**config.mk**
```make
export PLATFORM = sky130hd
export DESIGN_NAME = seq_normalizer
export DESIGN_NICKNAME = d
export VERILOG_FILES = /design/src/rtl/norm_pkg.sv /design/src/rtl/bit_reverse_n.sv /design/src/rtl/seq_normalizer.sv
export SDC_FILE = /design/constraint.sdc
export NUM_CORES = 1
export LEC_CHECK = 0
export ABC_CLOCK_PERIOD_IN_PS = 2700
export CAP_MARGIN = 20
export CORE_MARGIN = 5
export CORE_UTILIZATION = 40
export DETAILED_ROUTE_END_ITERATION = 10
export PLACE_DENSITY = 0.63
export SLEW_MARGIN = 5
export SYNTH_ARGS = -nofsm -noshare
export SYNTH_HDL_FRONTEND = slang
export SYNTH_SLANG_ARGS = --single-unit
```
**constraint.sdc**
```tcl
create_clock -name clk -period 2.7 [get_ports clk]
set_input_delay 0.54 -clock clk [delete_from_list [all_inputs] [get_ports clk]]
set_output_delay 0.54 -clock clk [all_outputs]
set_load 0.05 [all_outputs]
```
**src/rtl/norm_pkg.sv**
```systemverilog
// -----------------------------------------------------------------------------
// norm_pkg
//
// Purpose:
//   Shared definitions for the seq_normalizer block:
//     - norm_state_t : FSM state encoding (IDLE, SHIFT, DONE)
//     - NORM_WIDTH_DEF : default data width
//     - amt_width()  : width of the shift-amount field for a given data width
//
// Ports: none (package).
// -----------------------------------------------------------------------------
package norm_pkg;

    // Default data width of the normalizer datapath.
    localparam int NORM_WIDTH_DEF = 8;

    // FSM states. The encoding is exported on the debug state port of the top
    // level, so it is kept explicit and stable.
    typedef enum logic [1:0] {
        ST_IDLE  = 2'd0,
        ST_SHIFT = 2'd1,
        ST_DONE  = 2'd2
    } norm_state_t;

    // Number of bits needed to hold a shift amount of 0 .. w-1.
    // A one-bit minimum keeps degenerate widths legal.
    function automatic int amt_width(input int w);
        int r;
        r = $clog2(w);
        if (r < 1) begin
            r = 1;
        end
        return r;
    endfunction

endpackage : norm_pkg

```
**src/rtl/bit_reverse_n.sv**
```systemverilog
// -----------------------------------------------------------------------------
// bit_reverse_n
//
// Purpose:
//   Purely combinational bit-order reversal: q_o[i] = d_i[WIDTH-1-i].
//   Used by seq_normalizer to turn a right-normalize request into a
//   left-normalize on the working register, and to turn the result back.
//
// Parameters:
//   WIDTH  data width
//
// Ports:
//   d_i  input  [WIDTH-1:0]  word to reverse
//   q_o  output [WIDTH-1:0]  bit-reversed word
// -----------------------------------------------------------------------------
module bit_reverse_n #(
    parameter int WIDTH = 8
) (
    input  logic [WIDTH-1:0] d_i,
    output logic [WIDTH-1:0] q_o
);

    for (genvar i = 0; i < WIDTH; i++) begin : g_rev
        assign q_o[i] = d_i[WIDTH-1-i];
    end

endmodule : bit_reverse_n

```
**src/rtl/seq_normalizer.sv**
```systemverilog
// -----------------------------------------------------------------------------
// seq_normalizer
//
// Purpose:
//   Leading-zero normalizer. Accepts a word and a direction, returns the word
//   shifted so that its first set bit (counting from the chosen end) lands on
//   that end, together with the number of positions shifted and a flag for an
//   all-zero input. Direction: 0 = toward MSB (left), 1 = toward LSB (right).
//
//   A right-normalize is performed as a left-normalize on the bit-reversed
//   word; the result is reversed back when it is registered for output.
//
// Configuration macro:
//   NORM_FAST_EN  defined   : SHIFT resolves in a single cycle using a
//                             combinational leading-zero count and one barrel
//                             shift. Latency is 1 cycle for every input.
//                 undefined : iterative one-bit-per-cycle shift (default).
//                             Latency is k+1 cycles for k leading zeros.
//   Both builds produce identical y_out / amt_out / zero_out.
//
// Handshake (both ports):
//   A transfer happens on a rising clk edge where valid and ready are both
//   high. in_ready is high exactly in IDLE; out_valid is high exactly in DONE.
//   While out_valid is high and out_ready is low, every output holds. After an
//   output transfer the block returns to IDLE; in_ready rises the cycle after,
//   never in the same cycle as the output transfer.
//
// Parameters:
//   WIDTH  data width (>= 2)
//   AMT_W  width of amt_out
//
// Ports:
//   clk        input         rising-edge clock
//   reset_n    input         asynchronous active-low reset
//   in_valid   input         input word offered
//   in_ready   output        block can accept (IDLE)
//   a_in       input  WIDTH  word to normalize
//   dir_in     input         0 = left, 1 = right
//   out_valid  output        result valid (DONE)
//   out_ready  input         consumer accepts result
//   y_out      output WIDTH  normalized word
//   amt_out    output AMT_W  positions shifted
//   zero_out   output        input was all zeros
//   state_dbg  output 2      current FSM state (norm_state_t encoding)
// -----------------------------------------------------------------------------
module seq_normalizer
    import norm_pkg::*;
#(
    parameter int WIDTH = NORM_WIDTH_DEF,
    parameter int AMT_W = amt_width(WIDTH)
) (
    input  logic             clk,
    input  logic             reset_n,
    input  logic             in_valid,
    output logic             in_ready,
    input  logic [WIDTH-1:0] a_in,
    input  logic             dir_in,
    output logic             out_valid,
    input  logic             out_ready,
    output logic [WIDTH-1:0] y_out,
    output logic [AMT_W-1:0] amt_out,
    output logic             zero_out,
    output logic [1:0]       state_dbg
);

    // -------------------------------------------------------------------------
    // State and datapath registers
    // -------------------------------------------------------------------------
    norm_state_t      state_q;
    logic [WIDTH-1:0] work_q;   // working word, always normalized toward MSB
    logic             dir_q;    // direction latched at accept
    logic [AMT_W-1:0] amt_q;    // positions shifted so far / final count
    logic             zero_q;   // accepted word was all zeros
    logic [WIDTH-1:0] y_q;      // registered result in the caller's bit order

    // -------------------------------------------------------------------------
    // Input capture: reverse the word for right-normalize requests so the
    // working register only ever shifts left.
    // -------------------------------------------------------------------------
    logic [WIDTH-1:0] a_rev;
    logic [WIDTH-1:0] work_d;
    logic             zero_d;

    bit_reverse_n #(.WIDTH(WIDTH)) u_rev_in (
        .d_i (a_in),
        .q_o (a_rev)
    );

    assign work_d = dir_in ? a_rev : a_in;
    assign zero_d = (a_in == '0);

    // -------------------------------------------------------------------------
    // Final normalized word (MSB-aligned) and shift count as seen at the end
    // of SHIFT.
    // -------------------------------------------------------------------------
    logic [WIDTH-1:0] fin_d;
    logic [AMT_W-1:0] amt_d;

`ifdef NORM_FAST_EN
    // Leading-zero count of a nonzero word. The highest set bit wins because
    // the scan runs upward and later hits overwrite earlier ones. An all-zero
    // word returns 0; that case never reaches this path.
    function automatic logic [AMT_W-1:0] lzc(input logic [WIDTH-1:0] v);
        logic [AMT_W-1:0] n;
        n = '0;
        for (int i = 0; i < WIDTH; i++) begin
            if (v[i]) begin
                n = AMT_W'(WIDTH - 1 - i);
            end
        end
        return n;
    endfunction

    assign amt_d = lzc(work_q);
    assign fin_d = work_q << amt_d;
`else
    // Iterative build: SHIFT exits only once work_q already has its MSB set,
    // so the working register and counter are the final values.
    assign amt_d = amt_q;
    assign fin_d = work_q;
`endif

    // -------------------------------------------------------------------------
    // Output drive: restore the caller's bit order for right-normalize.
    // -------------------------------------------------------------------------
    logic [WIDTH-1:0] fin_rev;
    logic [WIDTH-1:0] y_d;

    bit_reverse_n #(.WIDTH(WIDTH)) u_rev_out (
        .d_i (fin_d),
        .q_o (fin_rev)
    );

    assign y_d = dir_q ? fin_rev : fin_d;

    // -------------------------------------------------------------------------
    // FSM and datapath
    //
    // An all-zero word still spends one cycle in SHIFT so that every input,
    // including zero, reaches DONE one or more cycles after the accepting
    // edge; zero_q short-circuits the shift loop there.
    // -------------------------------------------------------------------------
    always_ff @(posedge clk or negedge reset_n) begin
        if (!reset_n) begin
            state_q <= ST_IDLE;
            work_q  <= '0;
            dir_q   <= 1'b0;
            amt_q   <= '0;
            zero_q  <= 1'b0;
            y_q     <= '0;
        end else begin
            case (state_q)
                ST_IDLE: begin
                    if (in_valid) begin
                        work_q  <= work_d;
                        dir_q   <= dir_in;
                        amt_q   <= '0;
                        zero_q  <= zero_d;
                        state_q <= ST_SHIFT;
                    end
                end

                ST_SHIFT: begin
                    if (zero_q) begin
                        y_q     <= '0;
                        amt_q   <= '0;
                        state_q <= ST_DONE;
`ifdef NORM_FAST_EN
                    end else begin
                        y_q     <= y_d;
                        amt_q   <= amt_d;
                        state_q <= ST_DONE;
                    end
`else
                    end else if (work_q[WIDTH-1]) begin
                        y_q     <= y_d;
                        amt_q   <= amt_d;
                        state_q <= ST_DONE;
                    end else begin
                        // A nonzero word has a set bit, so amt_q stops at
                        // WIDTH-1 at most and never wraps.
                        work_q <= {work_q[WIDTH-2:0], 1'b0};
                        amt_q  <= amt_q + AMT_W'(1);
                    end
`endif
                end

                ST_DONE: begin
                    // Everything but state holds here, so outputs stay
                    // stable for as long as the consumer stalls.
                    if (out_ready) begin
                        state_q <= ST_IDLE;
                    end
                end

                default: begin
                    state_q <= ST_IDLE;
                end
            endcase
        end
    end

    // -------------------------------------------------------------------------
    // Outputs: all come straight from registers; handshake flags decode from
    // the state register only.
    // -------------------------------------------------------------------------
    assign in_ready  = (state_q == ST_IDLE);
    assign out_valid = (state_q == ST_DONE);
    assign y_out     = y_q;
    assign amt_out   = amt_q;
    assign zero_out  = zero_q;
    assign state_dbg = state_q;

endmodule : seq_normalizer
```
==> reports/metrics.cfg <==
[die]
row_count = 20
die_x_um = 66.3
initial_utilization_pct = 41.5
dieArea_sq_um = 4390
coreArea_sq_um = 3050
die_h_um = 66.3
io_pins = 29

[layout]
area_growth_pct = 26.2
final_nets = 152
final_cells = 181
drive_above_1_share_pct = 10.9
diodes = 0
final_core_util_pct = 52.4

[timing]
worstMarginPinSlew_ns = 0.651
finalCriticalPeriod_ns = 2.51
min_period_over_period_pct = 92.9
drv_slew = 0
hold_ws_ns = 0.504
hold_viol = 0
totalNegativeSetupSlack_ns = 0
setup_viol = 0
grt_setup_unrepaired = no
slew_headroom_pct = 56.3
clock.fmax_mhz = 399
fin_skew_ns = 0.00417

[global_route]
grt-ovfl-total = 0
antenna_found_initial = 0
grt_max_degree = 24
grt_pass1_wl_um = 4770
grt_pass1_vias = 1020
track_usage_pct = 14.0

[critical_path]
max_stage_delay_ns = 0.79
critical_path_class = reg -> out
critPathMaxFanout = 15
worst_path_max_delay_cell = clkdlybuf4s50_1
worst_r2r_startpoint = state_dbg[0]
crit_end = out_valid
r2r_cells = 3
cp_num_buf_inv = 2
crit_path_start = state_dbg[1]
regToRegSetupSlack_ns = 0.85
cp_top_family = buffers and inverters
cp_data_required_time_ns = 2.16
reg2reg_to = y_out[5]
crit_chain = nand2b_1 -> inv_1 -> clkdlybuf4s50_1
cp_data_arrival_time_ns = 1.97
end_kind = output port
path_depth = 3
critical_path.startpoint_type = flip-flop

[clock_network]
clk_latency_ns = 0.31
post_cts_buffers = 0
numCtsBuffers = 3
cts.sinks = 23
h-tree-depth = 1
cts_resized = 0
cts-root-buf = clkbuf_4
cts_tree = yes
postCtsHoldBufs = 0
clk_path_buf_depth = 2
clk_pin_slew_worst_paths_ns = 0.13

[synth]
synth-seq-cells = 23
ys_seq_area_share_pct = 45.4
synth_warnings = 0
synth_nets = 126
yosysUniqueCellTypes = 30
synth_cells = 112
avgSynthCellArea_sq_um = 11.3
synth.cell_area_sq_um = 1270

[place]
gp_congestion = 0.751
dp_hpwl_um = 2000
placedCellCount = 177
numPortBuffers = 28

[drt]
drt-total-wl_um = 2790
wl_per_cell_um = 15.4
antenna_left = 0
drt_iter0_markers = 32
firstDrtPassIters = 3
post-route-drc-count = 0
dr_total_vias = 961
vias_per_cell = 5.31

[pwr]
peakVddDrop_mv = 0.577
leakagePower_nw = 0.661
total_power_mw = 2.03
powerDensity_nw_per_um2 = 1270

[flow_run]
max_cap_viol_count = 0

[outcome]
outcome = finished clean

[worst_hold_path]
hold_class = reg -> reg

[per-stage QoR]
| stage | worst slack, ns | cell area, sq um |
|---|---|---|
| 2_1_floorplan | 0.642 | 1270 |
| 3_3_place_gp | 0.511 | 1570 |
| 3_5_place_dp | 0.493 | 1570 |
| 4_1_cts | 0.184 | 1600 |
| 5_1_grt | 0.0796 | 1600 |
| 6_report | 0.193 | 1600 |
[per-layer routing]
metal | share of wire (%) | global-route usage, %
met4 | 1.0 | 5.33
met2 | 50 | 24.4
met5 | 0 | 0
met1 | 45 | 17.0
met3 | 3.9 | 2.55
[cell usage after synthesis (all sizes together)]
cell type	instances	area, sq um
nor4bb	1	10.0
nand2	3	11.3
and2	1	6.26
nand2b	4	25.0
mux2	8	90.1
nor2	5	18.8
nor4	2	12.5
ha	1	12.5
nor3b	1	7.51
or4bb	6	67.6
o32a	1	10.0
nor2b	3	18.8
clkbuf	4	15.0
o2bb2ai	8	70.1
o21ai	10	50.0
mux2i	14	140
buf	4	23.8
o41ai	1	8.76
nand3	3	15.0
inv	1	3.75
or3b	2	20.0
a2bb2oi	2	17.5
a21oi	1	16.3
dfrtp	23	576
a31oi	1	6.26
o211ai	2	15.0
[kinds of logic (layout without fill, tap and decap cells)]
kind of cell	Yosys count	in the layout	share of synthesized area (%)
AND/OR/NAND/NOR	31	31	16.8
AO/OA/AOI/OAI	26	26	15.3
flip-flops	23	23	45.4
multiplexers	22	22	18.2
buffers and inverters	9	34	3.36
adder cells (fa/ha/maj)	1	1	0.987
[report_power, final]
group          internal (mW)  switching, mW
logic                  0.506          0.649
clock network         0.0554          0.107
registers              0.504          0.205
[how the worst min path moves through the flow]
stage | start | to | cells after the start
2_1_floorplan | reset_n | amt_out[0] | 0
3_3_place_gp | y_out[7] | y_out[7] | 1
5_1_grt | y_out[2] | y_out[2] | 1
4_1_cts | y_out[0] | y_out[0] | 1
6_report | y_out[0] | y_out[0] | 1
3_5_place_dp | y_out[5] | y_out[5] | 1
[registers in the layout, indices dropped and copies added, names as in the netlist]
name       flops
fin_d          8
y_out          8
amt_out        3
state_dbg      2
dir_q          1
zero_out       1
[cell type report]
cell class                      count  area (sq um)
Fill cell                         304          1450
Tap cell                           44          55.1
Timing Repair Buffer               29           288
Inverter                            1          3.75
Multi-Input combinational cell     80           649
Clock buffer                        3          22.5
Sequential cell                    23           576
Clock inverter                      1          5.00
[cells in the final DEF, fill, tap and decap left out, types with 3 or more instances in the layout]
master	count
clkbuf_4	3
nand3_1	3
mux2_2	8
o21ai_0	9
clkdlybuf4s50_1	28
mux2i_1	14
nand2_1	3
nor2b_1	3
nor2_1	5
or4bb_1	6
dfrtp_1	23
nand2b_1	4
o2bb2ai_1	8
(Power assumes the default switching activity.)
